[src/rtl/prom_responder.sv]
// ============================================================================
// Module   : prom_responder
// Function : Boot-PROM responder. It assembles 49-bit microinstructions from
//            four 16-bit boot-ROM beats and holds the last fetched word so
//            that repeat requests are answered immediately.
// Options  : PROM_PARITY_EN enables the odd-parity check over the held word.
// Revision : 1.0 - initial release
// ============================================================================
`default_nettype none

module prom_responder #(
    parameter int BEATS  = 4,
    parameter int ROM_AW = 11
) (
    input  logic              clk,
    input  logic              reset,
    input  logic              promce,
    input  logic [8:0]        promaddr,
    output logic [48:0]       iprom,
    output logic              prom_ready,
    output logic              rom_en,
    output logic [ROM_AW-1:0] rom_addr,
    input  logic [15:0]       rom_data,
    output logic              prom_parity_err
);

    localparam int            BW        = $clog2(BEATS);
    localparam logic [BW-1:0] LAST_BEAT = BW'(BEATS - 1);

    typedef enum logic [1:0] {
        IDLE  = 2'd0,
        ISSUE = 2'd1,
        DRAIN = 2'd2
    } state_t;

    state_t              state, state_nx;
    logic [8:0]          req_addr, req_addr_nx;
    logic                rom_en_nx;
    logic [ROM_AW-1:0]   rom_addr_nx;
    logic                cap_valid, cap_valid_nx;
    logic [BW-1:0]       cap_beat, cap_beat_nx;
    logic                held_valid, held_valid_nx;
    logic [8:0]          held_addr, held_addr_nx;
    logic [48:0]         held_word, held_word_nx;
    logic                hit;
    logic                abort;

    assign hit        = promce && held_valid && (held_addr == promaddr);
    assign prom_ready = hit;
    // Zero when not ready so the shared IR bus can be wire-ORed.
    assign iprom      = hit ? held_word : 49'd0;
    assign abort      = !promce || (promaddr != req_addr);

    always_comb begin
        state_nx      = state;
        req_addr_nx   = req_addr;
        rom_en_nx     = 1'b0;
        rom_addr_nx   = rom_addr;
        cap_valid_nx  = rom_en && !abort;
        cap_beat_nx   = rom_addr[BW-1:0];
        held_valid_nx = held_valid;
        held_addr_nx  = held_addr;
        held_word_nx  = held_word;

        // Beat data lands one cycle after its issue; an abort discards it.
        if (cap_valid && !abort) begin
            case (cap_beat)
                2'd0:    held_word_nx[15:0]  = rom_data;
                2'd1:    held_word_nx[31:16] = rom_data;
                2'd2:    held_word_nx[47:32] = rom_data;
                default: held_word_nx[48]    = rom_data[0];
            endcase
        end

        case (state)
            IDLE: begin
                if (promce && !hit) begin
                    req_addr_nx   = promaddr;
                    held_valid_nx = 1'b0;
                    rom_en_nx     = 1'b1;
                    rom_addr_nx   = {promaddr, {BW{1'b0}}};
                    state_nx      = ISSUE;
                end
            end
            ISSUE: begin
                if (abort) begin
                    state_nx = IDLE;
                end else if (rom_addr[BW-1:0] == LAST_BEAT) begin
                    state_nx = DRAIN;
                end else begin
                    rom_en_nx   = 1'b1;
                    rom_addr_nx = {req_addr, rom_addr[BW-1:0] + BW'(1)};
                end
            end
            DRAIN: begin
                if (!abort) begin
                    held_addr_nx  = req_addr;
                    held_valid_nx = 1'b1;
                end
                state_nx = IDLE;
            end
            default: state_nx = IDLE;
        endcase
    end

    always_ff @(posedge clk) begin
        if (reset) begin
            state      <= IDLE;
            req_addr   <= 9'd0;
            rom_en     <= 1'b0;
            rom_addr   <= '0;
            cap_valid  <= 1'b0;
            cap_beat   <= '0;
            held_valid <= 1'b0;
            held_addr  <= 9'd0;
            held_word  <= 49'd0;
        end else begin
            state      <= state_nx;
            req_addr   <= req_addr_nx;
            rom_en     <= rom_en_nx;
            rom_addr   <= rom_addr_nx;
            cap_valid  <= cap_valid_nx;
            cap_beat   <= cap_beat_nx;
            held_valid <= held_valid_nx;
            held_addr  <= held_addr_nx;
            held_word  <= held_word_nx;
        end
    end

`ifdef PROM_PARITY_EN
    logic parity_err, parity_err_nx;

    // Bit 48 is the parity bit; the full 49-bit word must have odd parity.
    always_comb begin
        parity_err_nx = parity_err;
        if (state == IDLE && promce && !hit) begin
            parity_err_nx = 1'b0;
        end else if (state == DRAIN && !abort) begin
            parity_err_nx = ~^held_word_nx;
        end
    end

    always_ff @(posedge clk) begin
        if (reset) begin
            parity_err <= 1'b0;
        end else begin
            parity_err <= parity_err_nx;
        end
    end

    assign prom_parity_err = parity_err && hit;
`else
    assign prom_parity_err = 1'b0;
`endif

endmodule

`default_nettype wire

[config.mk]
export PLATFORM = sky130hd
export DESIGN_NAME = prom_responder
export DESIGN_NICKNAME = d
export VERILOG_FILES = /design/src/rtl/prom_responder.sv
export SDC_FILE = /design/constraint.sdc
export NUM_CORES = 1
export LEC_CHECK = 0
export CAP_MARGIN = 0
export CORE_ASPECT_RATIO = 1.2
export CORE_MARGIN = 3
export CORE_UTILIZATION = 50
export DETAILED_ROUTE_END_ITERATION = 8
export HOLD_SLACK_MARGIN = 0.03
export MAX_ROUTING_LAYER = met4
export PLACE_DENSITY_LB_ADDON = 0.3
export SYNTH_ARGS = -nofsm -noshare
export SYNTH_HDL_FRONTEND = slang
export SYNTH_SLANG_ARGS = --single-unit
[constraint.sdc]
create_clock -name clk -period 2.6 [get_ports clk]
set_input_delay 0.52 -clock clk [delete_from_list [all_inputs] [get_ports clk]]
set_output_delay 0.52 -clock clk [all_outputs]
set_load 0.05 [all_outputs]
==> summary.md, run 1 <==
| Metric | Value |
|---|---|
| Fin util | 0.810 |
| Cell accounting for the most synthesized area | dfxtp_1 |
| Post-route DRC violation count | 0 |
| Cells after Synth | 396 |
| Pin count of the biggest net entering global routing | 50 |
| Reg clk slew, reported paths | 0.09 ns |
| Synthesis warning total | 0 |
| Setup slack, reg-to-reg | 0.65 ns |
| Syn Nets | 425 |
| DIE WIDTH | 86.5 µm |
| CTS Buf Count | 9 |
| CP dominant cell by count | buf_12 |
| Vias | 3334 |
| Ratio of cells with drive above 1 in the final layout | 0.351 |
| Top cell type's share of synthesized area | 0.437 |
| Max VDD drop | 0.313 mV |
| Worst Setup End Kind | primary output |
| Async S/R FF share, synth | 0 |
| Fmax | 382 MHz |
| Max Slew Vio Count | 0 |
| Post-layout nets | 534 |
| Synthesized area | 0.00389 mm² |
| GR Overflow Total | 0 |
| Slowest CP cell | dlygate4sd2_1 |
| Failing checks | negative setup slack |
| Root Driver | clkbuf_8 |
| EDFF count, synth | 0 |
| Initial antenna violation count | 0 |
| Worst-path fanout max | 6 |
| Clock sink count | 85 |
| Top post-synthesis cells by area | dfxtp_1 (44%), mux2i_1 (17%), and2_1 (8.0%), nor2_1 (5.7%), a211oi_1 (3.5%) |
| Main combinational cell family by area after synthesis | simple AND/OR/NAND/NOR gates |
| Area share of and/or/nand/nor cells after synthesis | 0.225 |
| Global Route Usage Sum | 0.264 |
| Worst flop-to-flop path endpoint | req_addr[6] |
| First-pass GRT wire length | 17500 µm |
| Initial Utilization | 0.526 |
| Slew @ Worst Pin | 0.507 ns |
| Post-Layout Inst Area | 0.00600 mm² |
| Tcrit/Tclk final | 1.01 |
| Adder-cell share of the synthesized area | 0.00322 |
| Post-DP HPWL | 7240 µm |
| WP data required | 2.08 ns |
| CTS tree | built |
| Core footprint | 0.00740 mm² |
| CTS max path bufs | 2 |
| Routed vias/inst | 5.56 |
| Ys flop type | dfxtp_1 |
| Mux contribution to synthesized area | 0.173 |
| N_diodes | 0 |
| Fin. Hold Viols | 0 |
| Final min period | 2.61 ns |
| IO Count | 91 |
| Path depth of the worst reg2reg path | 10 |
| Routed WL per cell | 18.3 µm |
| Worst Hold Depth | 2 |
| Pwr dens | 416 mW/mm² |
| Critical path, cell by cell | dlygate4sd2_1, xor2_2, nor4_2, buf_4, nand3_4, inv_6, buf_12, clkbuf_16, and2_4, buf_12 |
| Setup crit end | iprom[29] |
| Number of cell rows | 34 |
| Setup Total Neg Slack | -0.0722 ns |
| Vias in the first global route | 3521 |
| Crit Path Category | in -> out |
| Total power | 0.00249 W |
| Fill count | 405 |
| Drt pass-1 iters | 5 |
| Full die area | 0.00888 mm² |
| Placer Congestion | 0.869 |
| Final WL | 11000 µm |
| Hold Crit Class | in -> reg |
| Max-cap check violation count | 0 |
| Post-synth cell types | 40 |
| Worst setup startpoint | promaddr[6] |
| Setup Skew | 0.0101 ns |
| Synth Area in Compound Gates | 0.0675 |
| Startpoint types | input pin |
| Placed inst area | 0.00556 mm² |
| # port buffers | 89 |
| Worst hold margin | 0.385 ns |
| H-Tree Level Count | 3 |
| Hold Crit Start | reset |
| RSZ-0062 raised after global routing | yes |
| Final-report setup violation count | 10 |
| P_leak | 2.26 nW |
| Post-synthesis xor/xnor area fraction | 0.0588 |
| Reg2reg start | held_addr[5] |
| Worst rel slew slack | 0.662 |
| Area growth from synthesis to layout | 54.1% |
| Skew-Pair Late Insertion Delay | 0.35 ns |
| Worst EP arrival | 2.09 ns |
| Post-DRT Antenna Nets | 0 |
| Status | finished with violations |
| DRT iter0 DRCs | 151 |
| Sequential fraction of the synthesis area | 0.437 |
| Peak per-stage delay on the critical path | 0.29 ns |
| Setup ws final | -0.0148 ns |
| DIE HEIGHT | 103 µm |
| Syn Area/Cell | 9.83 µm² |
| Synth Register Bits | 85 |
==> routing by layer <==
layer  share of wire  global-route usage  up-vias
li1                -                   -     1574
met3           0.063              0.0663       26
met1            0.37               0.279     1614
met2            0.54               0.452      120
met4           0.025               0.139        0
met5               0                   -        -
==> stage by stage <==
stage	instances	setup slack, ns
4_1_cts	601	-0.00322
2_1_floorplan	396	0.0603
6_report	600	-0.0148
3_3_place_gp	578	-0.267
5_1_grt	600	-0.0584
3_5_place_dp	578	-0.332
==> worst max-delay path, delay by kind of cell <==
kind / cells / cell delay, ns
XOR/XNOR: 1 / 0.18
AND/OR/NAND/NOR: 3 / 0.41
buffers and inverters: 6 / 0.97
==> repair_timing <==
action                                  4_1_cts  5_1_grt
hold buffers                                  0        0
gates cloned                                  3        1
gates resized for setup                      75       11
pin swaps                                     8       15
buffers inserted                              4        2
endpoints found under the setup margin       50       50
==> cells by family (layout without fill, tap and decap cells) <==
family,after synthesis,count (layout)
AO/OA/AOI/OAI,43,43
XOR/XNOR,18,18
adder cells (fa/ha/maj),1,1
buffers and inverters,28,142
flip-flops,85,85
multiplexers,67,67
other,1,1
AND/OR/NAND/NOR,153,153
==> sequential cells by signal, indices dropped and copies added (netlist names) <==
name and count:
rom_addr 11, rom_en 1, held_valid 1, state 2, held_addr 9, cap_valid 1
held_word 49, req_addr 9, cap_beat 2
==> how the worst min path moves through the flow <==
stage                     to
6_report         cap_beat[1]
5_1_grt          cap_beat[1]
4_1_cts          cap_beat[1]
3_5_place_dp   held_word[48]
3_3_place_gp      held_valid
2_1_floorplan  held_word[48]
==> layout by cell type, fill, tap and decap left out, drive strengths merged, types with 2 or more instances in the layout <==
master	Yosys	final
buf	8	86
dfxtp	85	85
mux2i	66	66
nor2	59	59
and2	50	50
clkdlybuf4s50	0	29
a211oi	18	18
clkbuf	18	15
a21oi	12	12
o21ai	12	12
nand3	11	11
xnor2	10	10
xor2	8	8
nor4	7	7
nand2	5	5
nor2b	4	4
nand4	4	4
or3	3	3
clkinvlp	0	3
clkdlybuf4s15	0	3
nand3b	2	2
nand2b	2	2
nor3b	2	2
dlygate4sd2	0	2
inv	2	2
clkinv	0	2
==> report_power, final <==
group          total (W)  internal [W]  switching (W)
Sequential       0.00134       0.00132      0.0000192
Clock           0.000860      0.000374       0.000486
Combinational   0.000294      0.000122       0.000172
Total            0.00249       0.00182       0.000677
==> cell usage after synthesis, types with 2 or more instances <==
cell	number
nand3b_1	2
nor2_1	59
buf_6	3
nand4_1	2
o21ai_0	11
nand2b_1	2
dfxtp_1	85
nand3_1	10
buf_2	2
nand2_1	5
or3_1	3
nor2b_1	4
and2_1	50
buf_1	2
nand4_4	2
mux2i_1	66
nor4_4	3
nor4_1	4
clkbuf_1	17
nor3b_1	2
xnor2_2	7
xor2_1	8
xnor2_1	2
a21oi_1	12
a211oi_1	18
==> area by class of cell <==
class | instances | area, µm² | share of cell area
clock buffer | 11 | 141 | 0.0236
clock inverter | 5 | 36.3 | 0.00605
inverter | 2 | 12.5 | 0.00209
multi-input combinational | 283 | 2230 | 0.372
sequential | 85 | 1700 | 0.284
tap | 90 | 113 | 0.0188
timing repair buffer | 124 | 1760 | 0.293
No activity file was read; power rests on OpenSTA's default activity.
==> run 2, diff against run 1 <==
--- a/config.mk
+++ b/config.mk
@@ -8,7 +8,7 @@
 export CAP_MARGIN = 0
 export CORE_ASPECT_RATIO = 1.2
 export CORE_MARGIN = 3
-export CORE_UTILIZATION = 50
+export CORE_UTILIZATION = 48
 export DETAILED_ROUTE_END_ITERATION = 8
 export HOLD_SLACK_MARGIN = 0.03
 export MAX_ROUTING_LAYER = met4
==> run 2 against run 1 <==
  * The flow now finishes without violations
  * Largest power group unchanged
  * Cell count grew 0.83%
  * First-iteration DRC count rose by 3.3%
  * Die area up 3.9%
  * Routed wire length is 1.7% lower
  * Clock skew about the same
  * Sequential power hardly changed
  * Largest cell class unchanged
  * Maximum frequency rose by 3.5%
  * Critical path depth fell by 1
  * Flip-flop and latch count unchanged
  * Worst hold slack improved by 0.10 ns
  * Count of clock-buffer cells in the layout unchanged
  * Utilization fell by 4.0 points
==> summary.md, run 2 (synthesis results as in run 1) <==
| Metric | Value |
|---|---|
| Status | completed (was finished with violations) |
| Fill count | 525 (was 405) |
| IO Count | 91 (unchanged) |
| Initial Utilization | 0.499 (was 0.526) |
| Vias in the first global route | 3534 (was 3521) |
| Worst-path fanout max | 7 (was 6) |
| Routed WL per cell | 17.9 µm (was 18.3 µm) |
| Global Route Usage Sum | 0.245 (was 0.264) |
| Clock sink count | 85 (unchanged) |
| First-pass GRT wire length | 17400 µm (was 17500 µm) |
| Post-Layout Inst Area | 0.00600 mm² (about the same) |
| Cells after DPL | 582 (was 578) |
| Fin. Hold Viols | 0 (unchanged) |
| Worst Hold Depth | 2 (unchanged) |
| WP data required | 2.08 ns (about the same) |
| Setup slack, reg-to-reg | 0.37 ns (was 0.65 ns) |
| Initial antenna violation count | 0 (unchanged) |
| Most flop-heavy register | held_word (unchanged) |
| Max Slew Vio Count | 0 (unchanged) |
| Routed vias/inst | 5.49 (was 5.56) |
| Number of cell rows | 35 (was 34) |
| Hold Crit Class | reg -> reg (was in -> reg) |
| Pin count of the biggest net entering global routing | 36 (was 50) |
| Ratio of cells with drive above 1 in the final layout | 0.337 (was 0.351) |
| Placer Congestion | 0.818 (was 0.869) |
| Full die area | 0.00923 mm² (was 0.00888 mm²) |
| Area growth from synthesis to layout | 54.2% (was 54.1%) |
| Worst EP arrival | 2.01 ns (was 2.09 ns) |
| Post-DP HPWL | 7240 µm (about the same) |
| Post-layout nets | 537 (was 534) |
| Post-DRT Antenna Nets | 0 (unchanged) |
| Path depth of the worst reg2reg path | 11 (was 10) |
| Startpoint types | input pin (unchanged) |
| DIE HEIGHT | 105 µm (was 103 µm) |
| Reg clk slew, reported paths | 0.09 ns (about the same) |
| RSZ-0062 raised after global routing | no (was yes) |
| Vias | 3321 (was 3334) |
| Final-report setup violation count | 0 (was 10) |
| P_leak | 2.28 nW (was 2.26 nW) |
| Largest registers | held_word: 49 flops, rom_addr: 11 flops (unchanged) |
| Pwr dens | 413 mW/mm² (was 416 mW/mm²) |
| GR Overflow Total | 0 (unchanged) |
| Commonest non-fill, non-tap cell in the layout | dfxtp_1 (unchanged) |
| Most frequent cells in the layout | dfxtp_1 (85), mux2i_1 (66), nor2_1 (59) (was dfxtp_1 (83), mux2i_1 (66), nor2_1 (59)) |
| Placed inst area | 0.00555 mm² (was 0.00556 mm²) |
| DRT iter0 DRCs | 156 (was 151) |
| Crit Path Category | in -> out (unchanged) |
| CTS Buf Count | 9 (unchanged) |
| Final Non-Filler Cells | 605 (was 600) |
| Post-route DRC violation count | 0 (unchanged) |
| Root Driver | clkbuf_8 (unchanged) |
| DIE WIDTH | 88.2 µm (was 86.5 µm) |
| Skew-Pair Late Insertion Delay | 0.34 ns (was 0.35 ns) |
| Max FFs per register | 49 (unchanged) |
| Tcrit/Tclk final | 0.972 (was 1.01) |
| Final min period | 2.53 ns (was 2.61 ns) |
| Max-cap check violation count | 0 (unchanged) |
| CTS max path bufs | 2 (unchanged) |
| Max VDD drop | 0.345 mV (was 0.313 mV) |
| Worst Setup End Kind | primary output (unchanged) |
| Final WL | 10800 µm (was 11000 µm) |
| N_diodes | 0 (unchanged) |
| Setup Total Neg Slack | 0 ns (was -0.0722 ns) |
| # port buffers | 89 (unchanged) |
| Drt pass-1 iters | 4 (was 5) |
| Core footprint | 0.00779 mm² (was 0.00740 mm²) |
| Worst hold margin | 0.490 ns (was 0.385 ns) |
| CTS tree | built (unchanged) |
| Fmax | 396 MHz (was 382 MHz) |
| Hold buffers post-CTS | 0 (unchanged) |
| Setup Skew | 0.0105 ns (was 0.0101 ns) |
| H-Tree Level Count | 3 (unchanged) |
-- run 2: cell types whose count changed in the layout (fill, tap and decap cells not counted), sizes merged --
cell,before,now
dlygate4sd2,2,5
clkbuf,15,12
inv,2,1
buf,86,88
clkinv,2,3
clkdlybuf4s15,3,4
-- run 2: repair_timing --
action | 4_1_cts | 5_1_grt
gates resized for setup | 61 | 14
setup endpoints to repair | 50 | 50
buffers inserted | 2 | 1
endpoints found under the hold margin | 0 | 0
cloned | 3 | 1
pin swaps | 4 | 3
-- run 2: per-layer routing --
| metal | share of wire | routed length [µm] | vias to the layer above | global-route usage |
|---|---|---|---|---|
| met1 | 0.39 | 4220 | 1596 | 0.285 |
| met3 | 0.059 | 638 | 22 | 0.0560 |
| met5 | 0 | 0 | - | - |
| met2 | 0.53 | 5700 | 115 | 0.411 |
| li1 | - | - | 1588 | - |
| met4 | 0.024 | 255 | 0 | 0.0799 |
-- run 2: final timing paths --
path                                   start           to
worst min register to register    held_valid   held_valid
worst max-delay path             promaddr[2]    iprom[44]
worst min-delay path              held_valid   held_valid
worst max register to register  held_addr[2]  rom_addr[6]
-- run 2: stage by stage --
step	power, W	setup slack, ns	utilization
final	0.00248	0.0724	0.770
after global routing	0.00257	0.0197	0.770
after CTS	0.00250	-0.0138	0.760
after detailed placement	0.00166	-0.273	0.712
after global placement	0.00165	-0.324	0.712
after floorplan	0.00154	0.0603	-
-- run 2: cell type report --
| cell class | instances | area [µm²] | share of cell area |
|---|---|---|---|
| flip-flops and latches | 85 | 1700 | 0.284 |
| clock inverters | 5 | 36.3 | 0.00605 |
| repair buffers | 127 | 1780 | 0.296 |
| clock buffers | 11 | 141 | 0.0236 |
| well taps | 92 | 115 | 0.0192 |
| multi-input cells | 283 | 2210 | 0.368 |
| inverters | 2 | 20.0 | 0.00334 |
-- run 2: worst max-delay path, stage by stage --
cell	delay (ns)
clkdlybuf4s15_1	0.20
xor2_1	0.16
nor4_1	0.27
buf_4	0.17
nand3_4	0.11
clkinv_8	0.13
buf_4	0.15
and2_2	0.17
buf_12	0.14
-- run 2: report_power, final --
group | leakage (nW) | switching (W) | internal [W]
combinational | 1.51 | 0.000170 | 0.000123
sequential | 0.688 | 0.0000195 | 0.00132
clock | 0.0815 | 0.000474 | 0.000374
total | 2.28 | 0.000663 | 0.00182
